## src/rtl/debounce_multi.sv

```systemverilog
// ---------------------------------------------------------------------------
// debounce_multi
//   Multi-channel debounce filter for mechanical buttons and switches.
//   Each raw input is brought into the clock domain by a 2-flop synchroniser.
//   A single prescaler shared by all channels produces a one-cycle tick, and
//   each channel accepts a new level only after DEBOUNCE_TICKS consecutive
//   ticks of a stable, different synchronised level. The channel output can
//   be bypassed to the synchronised raw level. Rise and fall pulses follow
//   the selected output.
//
//   Optional feature (macro DEBOUNCE_LONG_PRESS_EN):
//     defined   - each channel emits a single-cycle o_Long pulse once it has
//                 been debounced-high for LONG_TICKS ticks
//     undefined - no long counters are built; o_Long is tied to 0
//
// Ports
//   i_Clk     system clock
//   i_Reset   synchronous, active-high reset
//   i_Switch  [NUM_CH] raw asynchronous switch inputs
//   i_Enable  1 = debounced output, 0 = bypass (synchronised raw input)
//   o_Switch  [NUM_CH] filtered (or bypassed) level
//   o_Rise    [NUM_CH] one-cycle pulse on 0->1 of o_Switch
//   o_Fall    [NUM_CH] one-cycle pulse on 1->0 of o_Switch
//   o_Long    [NUM_CH] one-cycle long-press pulse
// ---------------------------------------------------------------------------

// Per-channel filter: stability counter, output mux, edge detect, long press.
module debounce_ch #(
    parameter int   DEBOUNCE_TICKS = 10,
    parameter int   LONG_TICKS     = 1000,
    parameter logic RESET_LEVEL    = 1'b0
) (
    input  logic i_Clk,
    input  logic i_Reset,
    input  logic i_Sync,
    input  logic i_Tick,
    input  logic i_Enable,
    output logic o_Out,
    output logic o_Rise,
    output logic o_Fall,
    output logic o_Long
);
    localparam int            CW      = $clog2(DEBOUNCE_TICKS + 1);
    localparam logic [CW-1:0] DB_LAST = CW'(DEBOUNCE_TICKS - 1);

    logic [CW-1:0] r_Count;
    logic          r_State;
    logic          r_Prev;
    logic          w_Out;

    // Any cycle where the input agrees with the accepted level throws away
    // the progress made so far, so only an uninterrupted run is accepted.
    always_ff @(posedge i_Clk) begin
        if (i_Reset) begin
            r_State <= RESET_LEVEL;
            r_Count <= '0;
        end else if (i_Sync == r_State) begin
            r_Count <= '0;
        end else if (i_Tick) begin
            if (r_Count == DB_LAST) begin
                r_State <= i_Sync;
                r_Count <= '0;
            end else begin
                r_Count <= r_Count + CW'(1);
            end
        end
    end

    // Filter keeps running while bypassed, so re-enabling only produces the
    // edge implied by the difference between r_State and the raw level.
    assign w_Out = i_Enable ? r_State : i_Sync;

    always_ff @(posedge i_Clk) begin
        if (i_Reset) r_Prev <= RESET_LEVEL;
        else         r_Prev <= w_Out;
    end

    assign o_Out  = w_Out;
    assign o_Rise = w_Out & ~r_Prev;
    assign o_Fall = ~w_Out & r_Prev;

`ifdef DEBOUNCE_LONG_PRESS_EN
    localparam int            LW        = $clog2(LONG_TICKS + 1);
    localparam logic [LW-1:0] LONG_MAX  = LW'(LONG_TICKS);
    localparam logic [LW-1:0] LONG_LAST = LW'(LONG_TICKS - 1);

    logic [LW-1:0] r_LongCnt;

    // Saturation at LONG_MAX is what prevents a repeat pulse until the
    // channel is released and the counter clears.
    always_ff @(posedge i_Clk) begin
        if (i_Reset || !r_State) begin
            r_LongCnt <= '0;
        end else if (i_Tick && (r_LongCnt != LONG_MAX)) begin
            r_LongCnt <= r_LongCnt + LW'(1);
        end
    end

    // Pulse on the tick that moves the counter onto LONG_MAX.
    assign o_Long = i_Enable & r_State & i_Tick & (r_LongCnt == LONG_LAST);
`else
    assign o_Long = 1'b0;
`endif
endmodule

module debounce_multi #(
    parameter int   NUM_CH         = 4,
    parameter int   CLKS_PER_TICK  = 25000,
    parameter int   DEBOUNCE_TICKS = 10,
    parameter int   LONG_TICKS     = 1000,
    parameter logic RESET_LEVEL    = 1'b0
) (
    input  logic              i_Clk,
    input  logic              i_Reset,
    input  logic [NUM_CH-1:0] i_Switch,
    input  logic              i_Enable,
    output logic [NUM_CH-1:0] o_Switch,
    output logic [NUM_CH-1:0] o_Rise,
    output logic [NUM_CH-1:0] o_Fall,
    output logic [NUM_CH-1:0] o_Long
);
    localparam int            PW         = (CLKS_PER_TICK > 1) ? $clog2(CLKS_PER_TICK) : 1;
    localparam logic [PW-1:0] PRESC_LAST = PW'(CLKS_PER_TICK - 1);

    logic [NUM_CH-1:0] r_Sync1;
    logic [NUM_CH-1:0] r_Sync2;
    logic [PW-1:0]     r_Presc;
    logic              w_Tick;

    always_ff @(posedge i_Clk) begin
        if (i_Reset) begin
            r_Sync1 <= {NUM_CH{RESET_LEVEL}};
            r_Sync2 <= {NUM_CH{RESET_LEVEL}};
        end else begin
            r_Sync1 <= i_Switch;
            r_Sync2 <= r_Sync1;
        end
    end

    // With CLKS_PER_TICK == 1 the counter sits at 0 == PRESC_LAST, so the
    // tick is permanently asserted.
    assign w_Tick = (r_Presc == PRESC_LAST);

    always_ff @(posedge i_Clk) begin
        if (i_Reset || w_Tick) r_Presc <= '0;
        else                   r_Presc <= r_Presc + PW'(1);
    end

    for (genvar g = 0; g < NUM_CH; g++) begin : g_ch
        debounce_ch #(
            .DEBOUNCE_TICKS (DEBOUNCE_TICKS),
            .LONG_TICKS     (LONG_TICKS),
            .RESET_LEVEL    (RESET_LEVEL)
        ) u_ch (
            .i_Clk    (i_Clk),
            .i_Reset  (i_Reset),
            .i_Sync   (r_Sync2[g]),
            .i_Tick   (w_Tick),
            .i_Enable (i_Enable),
            .o_Out    (o_Switch[g]),
            .o_Rise   (o_Rise[g]),
            .o_Fall   (o_Fall[g]),
            .o_Long   (o_Long[g])
        );
    end
endmodule

```

## config.mk

```make
export PLATFORM = sky130hd
export DESIGN_NAME = debounce_multi
export DESIGN_NICKNAME = d
export VERILOG_FILES = /design/src/rtl/debounce_multi.sv
export SDC_FILE = /design/constraint.sdc
export NUM_CORES = 1
export LEC_CHECK = 0
export BUFFER_PORTS_ARGS = -buffer_cell sky130_fd_sc_hd__clkbuf_2
export CAP_MARGIN = 20
export CORE_UTILIZATION = 62
export CTS_CLUSTER_DIAMETER = 40
export DETAILED_ROUTE_END_ITERATION = 16
export PLACE_DENSITY_LB_ADDON = 0.15
export SLEW_MARGIN = 20
export SYNTH_ARGS = -nofsm -noshare
export SYNTH_HDL_FRONTEND = slang
export SYNTH_SLANG_ARGS = --single-unit
```

## constraint.sdc

```tcl
create_clock -name i_Clk -period 3.3 [get_ports i_Clk]
set_input_delay 0.165 -clock i_Clk [delete_from_list [all_inputs] [get_ports i_Clk]]
set_output_delay 0.165 -clock i_Clk [all_outputs]
set_load 0.01 [all_outputs]
```

Word level (Yosys, flattened, before mapping)
Index checks and enable logic that the tools add are counted.
Widths: inputs -> output; s select.
{"block": "totals", "reg_bits": 47, "inputBits": 7, "elab_cells": 66}
{"block": "classes", "add_sub_neg": 5, "n_eq_ne": 9, "muxes": 8, "bitwise_logic": 20, "reduce_logical": 9}
{"cell": "$add 4x1->4 const B", "n": 4}
{"cell": "$eq 4x4->1 const B", "n": 4}
{"cell": "$mux 4", "n": 4}
{"cell": "$add 15x1->15 const B", "n": 1}
{"cell": "$eq 15x15->1 const B", "n": 1}
{"cell": "$not 1->1", "n": 12}
{"cell": "$reduce_and 3->1", "n": 4}
{"cell": "$and 1x1->1", "n": 8}
{"cell": "$reduce_or 2->1", "n": 4}
{"cell": "$eq 1x1->1", "n": 4}
{"cell": "$mux 1", "n": 4}
{"cell": "$logic_or 1x1->1", "n": 1}

Depth between registers and ports, before layout
Gate-level depths: netlist of the first run.
{"block": "depth", "word_depth": 3, "depth_mapped": 8}

Hierarchy
Synthesis of the first run repeated with hierarchy kept, for this count alone.
{"block": "hier_totals", "hier_cells": 234, "area_unflattened_um2": 2188.3}
{"module": "debounce_ch", "n_inst": 4, "cells_per_inst": 35, "area_per_inst_um2": 310.3, "seq_area_each_um2": 120.1}
{"module": "debounce_multi", "n_inst": 1, "cells_per_inst": 94, "area_per_inst_um2": 947.2, "seq_area_each_um2": 460.4}

Worst setup path before layout of the first run
Ideal clock, no wire load.
{"block": "synth_path", "path_kind": "flip-flop to flip-flop", "from": "register r_Presc[0]", "to": "register r_Presc[10]", "setup_ns": 0.064, "arrival_ns": 1.612, "required_ns": 3.236, "path_slack_ns": 1.624, "path_stages_with_launch": 9, "cell_sequence": "dfxtp_1 > ha_1 > and3b_1 > and4_1 > buf_6 > or2_1 > buf_2 > buf_6 > nor2_1"}
{"block": "synth_between", "elab_chain_len": 2, "word_cells_on_any_way": 3, "classes_between": "1 x add/sub; 1 x eq/ne; 1 x reduce/logical"}
{"element": "from (decl)", "line_no": "127", "source": "logic [PW-1:0] r_Presc;"}
{"element": "from (signal assigned)", "line_no": "146", "source": "else r_Presc <= r_Presc + PW'(1);"}
{"element": "parallel branches: the longest is 2 deep, another holds $add 15x1->15"}
Parallel ways; which one is timed is not known.
A chain may end at the register's enable or synchronous reset.

Final worst setup path of the first run
{"block": "layout_path", "from": "register r_Presc[0]", "to": "register r_Presc[14]"}
Same word-level chain as after synthesis.

==> impl_results.md, run 1 <==
- Crit path largest cell delay: 460 ps
- Synth Warn #: 0
- Yosys top cell area share: 41.9%
- Largest area contributor in the synthesized netlist: dfxtp_1
- Peak VDD IR: 0.280 mV
- M1 WL: 1820 um
- Kind of critical path: reg2reg
- Share of cells above drive strength 1: 12.1%
- Post-synth ARST share: 0%
- Root Buffer: clkbuf_4
- # rows: 21
- Port bufs: 18
- Compound-cell area share of the yosys netlist: 6.01%
- Grt total ovfl: 0
- Dpl hpwl: 2630 um
- Sw Ratio: 21.4%
- Hold Crit Start: i_Enable
- Area Growth Syn to Fin: 5.57%
- Height of the die: 62.2 um
- Adder-Cell Fraction of Synth Area: 0.557%
- LEAKAGE: 0.988 nW
- Number of enable flip-flop cells after synthesis: 0
- Cells along the critical path: ha_1 > and3b_1 > and4_1 > or2_1 > o21ba_2
- Routed wl met3: 117 um
- Power share of the clock group: 37.0%
- Worst-path clk slew: 130 ps
- First-pass GRT wire length: 6690 um
- Max cap viols: 0
- DIE AREA: 0.00387 mm2
- Register area: 941 um2
- Final Hold Fails: 0
- Mux share of post-synthesis cell area: 4.90%
- CTS Buf Count: 5
- Combinational share of power: 4.0%
- DRC errors left: 0
- HP Class: in2reg
- R2R Setup Slk: 1150 ps
- Detailed-route vias per instance: 5.30
- Routed Antenna Nets: 0
- Top cells by area, synth: dfxtp_1 (42%), nor2_1 (5.5%), buf_4 (5.3%)
- CTS max path bufs: 2
- Fillers: 281
- RR Endpoint: r_Presc[14]$_SDFF_PP0_
- #FFs+latches synth: 47
- Initial antenna violation count: 0
- Worst r2r path cells: 5
- Max-slew violation count: 0
- Core area: 0.00342 mm2
- Worst EP required: 3570 ps
- Largest net degree at the start of global routing: 23
- # setup viols final: 0
- Seq/Total Area, Yosys: 41.9%
- Critical Path End Type: register
- CP Buf/Inv Count: 0
- Synth cell types: 38
- Max Used Layer: met4
- Overall Global Routing Usage: 21.9%
- Period Utilization, post-route: 65.0%
- Num ports: 23
- Diode count: 0
- Avg Cell Area, Syn: 8.85 um2
- Hold Crit Endpoint: g_ch[1].u_ch.r_Prev$_SDFF_PP0_
- Worst Hold Depth: 3
- Drt first-iter violations: 76
- CTS H-tree lvls: 2
- Synthesized area: 0.00225 mm2
- Internal: 0.000777 W
- Synth Instances: 254
- Final TNS setup: 0 ps
- Reg-to-reg critical path startpoint: r_Presc[0]$_SDFF_PP0_
- Total Power: 0.000989 W
- Routed WL: 3720 um
- Clk sinks: 47
- Top Family by Delay on Critical Path: simple AND/OR/NAND/NOR gates
- Flop pwr share: 59.0%
- Clk_lat worst skew: 360 ps
- Synth Area in XOR/XNOR: 7.41%
- Pwr Density: 417 mW/mm2
- Critical path arrival: 2420 ps
- Post-route minimum period: 2150 ps
- Buffer count from post-CTS setup fixing: 0
- Via Count: 1644
- Ys flop type: dfxtp_1
- Initial Util: 65.8%
- Clk_skew: 12.7 ps
- Outcome: finished clean
- Largest family of logic cells by synthesized area: simple AND/OR/NAND/NOR gates
- Vias in the first global route: 1515
- Post-synthesis simple-gate area fraction: 29.8%
- Final net count: 271
- Worst Hold Margin: 241 ps
- CP Max Fanout: 14
- Gates resized, CTS repair: 0
- Area occupied by multi-input gates: 0.00111 mm2
- Global placement routability congestion: 0.815
- Drt wl/cell: 12.0 um
- TritonCTS clock tree: yes
- Drt pass-1 iters: 4
- Met2 wire length: 1730 um
- Die width: 62.2 um
- Max Fclk: 466 MHz
- RSZ-0062 raised after global routing: false
- Crit path max-delay cell type: and4_1
- NetSw: 0.000212 W
- CP startpoint kind: register
[cell type report]
type | count | area share (%)
timing repair buffer | 22 | 5.49
multi-input combinational | 175 | 46.7
sequential | 47 | 39.7
clock inverter | 2 | 1.64
inverter | 12 | 1.90
tap | 46 | 2.43
clock buffer | 6 | 2.16
[metrics by stage]
stage               cell area [um2]  setup WS (ps)  utilization, %  cells
floorplan                      2260           1620               -    257
finish                         2370           1150            69.5    310
global route                   2370            933            69.5    310
CTS                            2360           1160            69.2    309
detailed placement             2240           1150            65.6    298
global placement               2240           1240            65.6    298
[power by group through the flow]
stage | Clock [W] | Combinational [W] | Sequential [W]
3_5_place_dp | 0 | 0.0000363 | 0.000596
3_3_place_gp | 0 | 0.0000357 | 0.000595
4_1_cts | 0.000379 | 0.0000392 | 0.000583
2_1_floorplan | 0 | 0.0000359 | 0.000593
6_report | 0.000366 | 0.0000397 | 0.000583
5_1_grt | 0.000401 | 0.0000454 | 0.000585
[cells in the final DEF (no fill, tap or decap), drive strengths merged, types with 5 or more instances in the layout]
cell type  synthesis  routed
a21oi              9       9
nand2             12      12
inv               12      13
xor2              12      12
xnor2              7       7
or3                5       5
nor2              33      33
mux2i             11      11
and2               6       6
dfxtp             47      47
nand3             12      12
nand4              7       7
clkbuf             3      24
nor2b             12      12
o21ai              9       9
[worst register-to-register path: cells and delay by family, from the launching register on]
kind / cells / cell delay, ps
adders and majority gates: 1 / 310
DFF: 1 / 420
AOI/OAI and AO/OA: 1 / 220
and+or+nand+nor: 3 / 1110
[flip-flops by register name, indices dropped and copies added (netlist names)]
name / count
r_Sync2: 4
r_Sync1: 4
g_ch.u_ch.r_State: 4
r_Presc: 15
g_ch.u_ch.r_Count: 16
g_ch.u_ch.r_Prev: 4
[cells in the mapped netlist (2+ instances only)]
cell type  count
o21ai_0        9
clkbuf_1       3
and3_1         2
or2_1          2
and4b_1        4
xnor2_1        7
nor3_1         2
a31oi_1        3
and2_1         6
buf_4         16
nand2_1       12
nor2_1        33
or3_1          5
nor2b_1       12
xor2_1        12
buf_6          2
dfxtp_1       47
inv_1         12
buf_2          2
a21oi_1        9
and4_1         2
nor3b_1        4
nand4_1        6
nand3_1       12
mux2i_1       11
nand4b_1       4
nand2b_1       4
[logic make-up after synthesis]
group                      after synthesis
and+or+nand+nor                        116
DFF                                     47
buffers and inverters                   35
AOI/OAI and AO/OA                       24
xor gates and xnor gates                19
muxes                                   11
adders and majority gates                1
other                                    1
[what timing repair did]
| item | CTS | global route |
|---|---|---|
| setup endpoints to repair | 0 | 0 |
| hold buffers | 3 | 1 |
| hold endpoints to repair | 3 | 1 |
[routing by layer]
layer,vias to the layer above,GRT usage [%]
li1,857,-
met2,28,37.2
met3,5,5.51
met1,754,26.1
met5,-,0
met4,0,9.30
[worst max path at each step]
stage                          start                endpoint  slack (ps)  depth (start not counted)
5_1_grt        r_Presc[1]$_SDFF_PP0_  r_Presc[14]$_SDFF_PP0_         930                          5
4_1_cts        r_Presc[0]$_SDFF_PP0_  r_Presc[14]$_SDFF_PP0_        1160                          5
2_1_floorplan  r_Presc[0]$_SDFF_PP0_  r_Presc[10]$_SDFF_PP0_        1620                          8
3_3_place_gp   r_Presc[0]$_SDFF_PP0_  r_Presc[14]$_SDFF_PP0_        1240                          5
6_report       r_Presc[0]$_SDFF_PP0_  r_Presc[14]$_SDFF_PP0_        1150                          5
3_5_place_dp   r_Presc[0]$_SDFF_PP0_  r_Presc[14]$_SDFF_PP0_        1150                          5
Note: power is estimated with default switching activity, not from simulation.
==> run 2, diff against run 1 <==
CORE_UTILIZATION = 58   (was 62)
clock period = 2.1 ns   (was 3.3 ns; I/O delays follow)
==> impl_results.md, run 2 (synthesis results as in run 1) <==
- Drt first-iter violations: 71
- Overall Global Routing Usage: 19.2%
- Worst Hold Depth: 2
- R2R Setup Slk: 290 ps
- Fillers: 317
- Largest register FFs: 16
- Drt pass-1 iters: 4
- Port bufs: 18
- Power share of the clock group: 44.0%
- Grt total ovfl: 0
- CTS Buf Count: 5
- CTS max path bufs: 2
- Worst Hold Margin: 12.7 ps
- Buffer count from post-CTS setup fixing: 0
- Detailed-route vias per instance: 5.23
- Kind of critical path: reg2reg
- CP startpoint kind: register
- Area occupied by multi-input gates: 0.00111 mm2
- Flop pwr share: 52.8%
- Worst EP required: 2300 ps
- Initial antenna violation count: 0
- Core area: 0.00369 mm2
- Crit path max-delay cell type: dfxtp_1
- Final TNS setup: 0 ps
- Final net count: 272
- Register area: 941 um2
- Reg-to-reg critical path startpoint: r_Presc[0]$_SDFF_PP0_
- # rows: 22
- Commonest non-fill, non-tap cell in the layout: dfxtp_1
- Worst r2r path cells: 5
- Num ports: 23
- Cells along the critical path: ha_1 > and3b_1 > and4_1 > or2_1 > o21ba_2
- Crit path largest cell delay: 390 ps
- Largest registers: g_ch.u_ch.r_Count x16, r_Presc x15
- LEAKAGE: 1.01 nW
- Pwr Density: 717 mW/mm2
- Combinational share of power: 3.3%
- Top reg by flops: g_ch.u_ch.r_Count
- Dpl hpwl: 2570 um
- Peak VDD IR: 0.480 mV
- Diode count: 0
- Critical path arrival: 2010 ps
- CP Max Fanout: 14
- Root Buffer: clkbuf_8
- Outcome: finished clean
- Via Count: 1637
- Vias in the first global route: 1403
- Initial Util: 60.9%
- Hold_buf cts: 0
- Area Growth Syn to Fin: 7.46%
- Final Hold Fails: 0
- Die width: 64.2 um
- Max Fclk: 552 MHz
- Routed WL: 3590 um
- Height of the die: 64.2 um
- CTS H-tree lvls: 2
- TritonCTS clock tree: yes
- Clk_skew: 4.22 ps
- Max-slew violation count: 0
- Clk_lat worst skew: 300 ps
- Drt wl/cell: 11.5 um
- Routed Antenna Nets: 0
- Max cap viols: 0
- Sw Ratio: 19.0%
- RSZ-0062 raised after global routing: false
- Setup crit end: r_Presc[14]$_SDFF_PP0_
- Most frequent cells in the layout: dfxtp_1 (47), nor2_1 (33), clkbuf_2 (18)
- Share of cells above drive strength 1: 13.6%
- First-pass GRT wire length: 6040 um
- Post-route minimum period: 1810 ps
- HP Class: in2reg
- Critical Path Source: r_Presc[0]$_SDFF_PP0_
- Gates resized, CTS repair: 0
- RR Endpoint: r_Presc[14]$_SDFF_PP0_
- Global placement routability congestion: 0.804
- DIE AREA: 0.00413 mm2
- DRC errors left: 0
- Period Utilization, post-route: 86.3%
- Internal: 0.00140 W
- Largest net degree at the start of global routing: 22
- NetSw: 0.000329 W
- Clk sinks: 47
- Worst-path clk slew: 80 ps
- # setup viols final: 0
- Critical Path End Type: register
==> run 2: changes by cell type in the layout (fill, tap and decap cells not counted) <==
cell	change
inv_6	-1
clkbuf_8	+4
dlygate4sd3_1	-4
bufinv_16	+1
clkbuf_4	-5
clkbuf_1	+1
buf_4	+5
==> run 2: how the worst min path moves through the flow <==
| stage | slack (ps) | end | from |
|---|---|---|---|
| floorplan | 230 | r_Sync1[0]$_SDFF_PP0_ | i_Switch[0] |
| global placement | 310 | r_Sync1[3]$_SDFF_PP0_ | i_Switch[3] |
| detailed placement | 330 | r_Sync1[0]$_SDFF_PP0_ | i_Switch[0] |
| CTS | 5 | r_Sync1[0]$_SDFF_PP0_ | i_Switch[0] |
| global route | 9 | r_Sync1[0]$_SDFF_PP0_ | i_Switch[0] |
| finish | 10 | r_Sync1[1]$_SDFF_PP0_ | i_Switch[1] |
==> run 2: metal layers <==
layer  up-vias  routed length, um  track usage [%]
met5         -                  0                0
met4         0                 64             8.33
met3         6                118             5.89
met2        25               1620             31.1
met1       749               1780             23.3
li1        857                  -                -
==> run 2: area by class of cell <==
type	instances	share of cell area (%)
Multi-Input combinational cell	175	45.9
Clock inverter	2	2.49
Sequential cell	47	39.0
Clock buffer	6	3.01
Tap cell	48	2.49
Inverter	12	1.87
Timing Repair Buffer	23	5.28
==> run 2: power by group through the flow <==
stage | registers, W | logic [W] | clock network (W)
finish | 0.000914 | 0.0000571 | 0.000762
CTS | 0.000914 | 0.0000582 | 0.000788
global placement | 0.000935 | 0.0000575 | 0
global route | 0.000917 | 0.0000644 | 0.000833
floorplan | 0.000932 | 0.0000564 | 0
detailed placement | 0.000935 | 0.0000578 | 0
==> run 2: metrics by stage <==
step	std cells	total power [W]	setup slack, ps	cell area, um2	util [%]
finish	313	0.00173	288	2410	65.5
CTS	313	0.00176	273	2410	65.5
detailed placement	305	0.000993	300	2280	61.9
global placement	305	0.000992	334	2280	61.9
global route	313	0.00181	94.1	2410	65.5
floorplan	257	0.000989	424	2260	-
==> run 2: critical path, delay by kind of cell (launching register included) <==
family,cells,cell delay (ps)
AO/OA/AOI/OAI,1,220
adder cells (fa/ha/maj),1,320
flip-flops,1,390
AND/OR/NAND/NOR,3,780
